## src/rtl/cpu_pkg.sv

```systemverilog
// Shared widths and write-back source encodings for the 16-bit pipelined RISC core.
package cpu_pkg;

  localparam int DATA_W = 16;
  localparam int ADDR_W = 3;

  localparam logic WB_SEL_ALU = 1'b0;
  localparam logic WB_SEL_IMM = 1'b1;

endpackage

```

## src/rtl/wb_mux2.sv

```systemverilog
// Parameterised 2:1 mux choosing between the ALU result and the immediate/LDM value.
module wb_mux2
  import cpu_pkg::*;
#(
  parameter int W = DATA_W
) (
  input  logic         sel,
  input  logic [W-1:0] alu_value,
  input  logic [W-1:0] immediate_value,
  output logic [W-1:0] y
);

  // Plain conditional so an unknown select propagates rather than being masked.
  assign y = (sel == WB_SEL_IMM) ? immediate_value : alu_value;

endmodule

```

## src/rtl/write_back_stage_unit.sv

```systemverilog
// WB stage: combinational write-back select plus the registered register-file write port.
module write_back_stage_unit
  import cpu_pkg::*;
#(
  parameter int DATA_W_P = DATA_W,
  parameter int ADDR_W_P = ADDR_W
) (
  input  logic                clk,
  input  logic                rst,
  input  logic                sel,
  input  logic [DATA_W_P-1:0] immediate_value,
  input  logic [DATA_W_P-1:0] alu_value,
  input  logic                wb_en_in,
  input  logic [ADDR_W_P-1:0] wb_addr_in,
  output logic [DATA_W_P-1:0] data,
  output logic                wb_en,
  output logic [ADDR_W_P-1:0] wb_addr,
  output logic [DATA_W_P-1:0] wb_data
);

  wb_mux2 #(
    .W(DATA_W_P)
  ) u_mux (
    .sel             (sel),
    .alu_value       (alu_value),
    .immediate_value (immediate_value),
    .y               (data)
  );

  // Address and data are captured even when the write is disabled; consumers gate on wb_en.
  always_ff @(posedge clk) begin
    if (rst) begin
      wb_en   <= 1'b0;
      wb_addr <= '0;
      wb_data <= '0;
    end else begin
      wb_en   <= wb_en_in;
      wb_addr <= wb_addr_in;
      wb_data <= data;
    end
  end

endmodule

```

## config.mk

```make
export PLATFORM = sky130hd
export DESIGN_NAME = write_back_stage_unit
export DESIGN_NICKNAME = d
export VERILOG_FILES = /design/src/rtl/cpu_pkg.sv /design/src/rtl/wb_mux2.sv /design/src/rtl/write_back_stage_unit.sv
export SDC_FILE = /design/constraint.sdc
export NUM_CORES = 1
export LEC_CHECK = 0
export CAP_MARGIN = 20
export CORE_MARGIN = 2
export CORE_UTILIZATION = 31
export CTS_CLUSTER_DIAMETER = 60
export DETAILED_ROUTE_END_ITERATION = 10
export PLACE_DENSITY = 0.8
export SETUP_SLACK_MARGIN = 0.2
export SYNTH_ARGS = -nofsm -noshare
export SYNTH_HDL_FRONTEND = slang
export SYNTH_SLANG_ARGS = --single-unit
```

## constraint.sdc

```tcl
create_clock -name clk -period 2.8 [get_ports clk]
set_clock_uncertainty 0.2 [all_clocks]
set_input_delay 0.84 -clock clk [delete_from_list [all_inputs] [get_ports clk]]
set_output_delay 0.84 -clock clk [all_outputs]
set_load 0.1 [all_outputs]
```

After elaboration in Yosys (flattened, before gate mapping) --
Index checks and enable logic that the tools add are counted.
Storage, ports and cells: register bits 20, input bits 39, output and inout port bits 36, logic and storage cells 4
Cells by class: multiplexer cells 1
Operators by type and width (number):
- two-way mux 16 bit | 1

Depth between registers and ports, before layout --
depth in word-level cells 1, depth in mapped cells 4, mapped depth without buffers 2

Hierarchy --
Synthesis repeated with hierarchy kept, for this count alone.
Unflattened totals: cell total of the unflattened synthesis 60, area, all modules 867.1 µm²
By module, submodules not included:
- write_back_stage_unit | instances 1, cells an instance 42, area an instance 618.1 µm², sequential area each 400.4 µm²
- wb_mux2 | instances 1, cells an instance 18, area an instance 249.0 µm², sequential area each 0.0 µm²

Least setup slack after synthesis --
Ideal clock, no wire load.
path kind input -> output, start point input port sel, end point output port data[0], data arrival time 1.734 ns, setup slack 0.026 ns, stages 2, path buffers 1, path through buf_6 mux2_1
On the way: cells in the longest elaborated chain, start to end 1
RTL lines:
- start: declaration | RTL line write_back_stage_unit.sv:10 | input logic sel,
- two-way mux 16 bit | RTL line wb_mux2.sv:14 | assign y = (sel == WB_SEL_IMM) ? immediate_value : alu_value;
- end: declaration | RTL line write_back_stage_unit.sv:15 | output logic [DATA_W_P-1:0] data,
Every way passes these cells.

Worst setup path in the final report --
start point input port sel, end point output port data[11]
The elaborated chain is that of the path after synthesis.

==> summary.txt <==
Synth
  – Flops & latches, synth: 20
  – Syn_nets: 99
  – Synth warn: 0
  – Count of different cell masters after synthesis: 7
  – Mapped Avg Cell Area: 14.2 um2
  – Synth Cell Area: 851 um2
  – Post-Syn Instances: 60
  – Post-synthesis sequential area ratio: 47.1%

Status
  – Status: complete, no violations

Routing
  – Vias per inst: 4.36
  – Avg WL per Cell: 13.6 um
  – Starting DRT DRC Count: 1
  – Total number of vias: 745
  – Post-DRT Antenna Nets: 0
  – # DRC: 0
  – WL final: 2330 um
  – DR pass1 iterations: 2

Pwr
  – PD cells: 525 mW/mm2
  – Pleak: 0.905 nW
  – VDD IR max: 0.333 mV

CTS
  – Max H-tree Level: 1
  – CTS tree: built
  – Root Buffer: clkbuf_4
  – Max clock buf depth: 2
  – Clk sinks: 20
  – CTS buffer count: 3
  – Clock-pin slew on the worst setup and hold paths: 0.10 ns
  – Hold_buf cts: 0

Placed design
  – Post-DP HPWL: 1870 um
  – PortBufs: 74
  – Post-Place Setup Slack: -0.352 ns
  – Gpl congestion: 0.745
  – Dpl cell area: 0.00173 mm2

Global route
  – Initial antenna violation count: 0
  – Total GRT Usage: 15.5%
  – Global-route wire length before repair: 3780 um
  – Vias in the first global route: 810
  – Total grt overflow: 0
  – Largest net degree at the start of global routing: 21

Timing
  – Final Critical Period: 2.63 ns
  – Unrepaired setup endpoints after global routing: true
  – Slew headroom: 74.8%
  – Final hold violations: 0
  – Endpoints failing setup: 0
  – Max-slew violations: 0
  – Hold slack: 0.840 ns
  – Upper clock frequency limit: 0.380 GHz
  – Worst-margin pin slew: 0.377 ns
  – Setup ws final: 0.171 ns
  – Fin crit share: 93.9%

Worst hold path
  – Hold Crit Start: alu_value[2]
  – Hold Path End: wb_data[2]
  – Hold Crit Class: in -> reg
  – Hold Path Stages: 3

Critical path
  – Crit path max fanout: 8
  – Setup CP Type: in -> out
  – Arrival @ worst endpoint: 1.59 ns
  – Startpoint Class: input pin
  – Worst Setup End Kind: output port
  – Worst Path Required: 1.76 ns

Floorplan
  – Site Rows: 18
  – I/O pins: 75
  – Width of the die: 56.4 um
  – Starting Density: 33.4%
  – Die Y: 56.4 um
  – Die area: 0.00318 mm2
  – Core box area: 0.00254 mm2

Final layout
  – Most frequent cells in the layout: dlygate4sd2_1, buf_4, dfxtp_1
  – Most common cell after layout, fill and taps aside: dlygate4sd2_1
  – Final nets: 182
  – Layout area overhead: 113%
  – Antenna cells: 0
  – Final Instance Area: 0.00181 mm2
  – Layout cells sized above 1: 52.5%

Job
  – Max cap viols: 0
-- power by group --
group / internal [mW] / switching [mW]
clock: 0.0499 / 0.0798
combinational: 0.183 / 0.330
sequential: 0.303 / 0.00511
total: 0.535 / 0.415
-- worst max-delay path, stage by stage --
cell and delay (ns):
buf_8 0.11, buf_16 0.14, mux2_4 0.32, buf_12 0.17
-- what timing repair did --
item | in CTS | in global routing
gates cloned | 1 | 0
resized for setup | 47 | 0
setup buffers | 5 | 0
endpoints found under the setup margin | 16 | 16
-- flip-flops by register name, indices dropped and copies added (netlist names) --
name and flops:
wb_data 16, wb_addr 3, wb_en 1
-- worst max path at each step --
stage	slack (ns)	to	from	cells past startpoint
final	0.17	data[11]	sel	4
after global routing	0.16	data[11]	sel	4
after CTS	0.17	data[8]	sel	4
after detailed placement	-0.35	data[1]	sel	4
after global placement	-0.32	data[2]	sel	4
after floorplan	0.21	data[10]	sel	3
-- cells by family after synthesis --
group | Yosys count | share of synthesized area (%)
muxes | 16 | 25.6
DFF | 20 | 47.1
and+or+nand+nor | 20 | 23.5
buffers and inverters | 4 | 3.82
-- metal layers --
metal / vias to the layer above / GRT usage, % / share of wire [%]
met5: - / 0 / 0
met4: 0 / 4.08 / 0.77
met3: 2 / 6.22 / 11
met2: 50 / 28.9 / 51
met1: 337 / 15.8 / 37
li1: 356 / - / -
-- metrics by stage --
stage          power, mW  util, %  cells  setup TNS, ns
2_1_floorplan      0.652        -     60              0
3_3_place_gp       0.821     68.1    162          -4.57
3_5_place_dp       0.827     68.1    162          -5.00
4_1_cts            0.960     71.1    171              0
5_1_grt            0.986     71.1    171              0
6_report           0.950     71.1    171              0
-- synth_stat cells --
cell type	n	share of area, %
buf_6	2	2.6
dfxtp_1	20	47
nor2b_4	10	16
nor2b_1	10	7.4
buf_2	2	1.2
mux2_1	6	7.9
mux2_4	10	18
-- area by class of cell --
cell class	count	area, um2
repair buffers	82	908
flip-flops and latches	20	400
well taps	30	37.5
clock buffers	3	22.5
multi-input cells	36	440
fillers	195	736
Power figures use the tool's default switching activity.
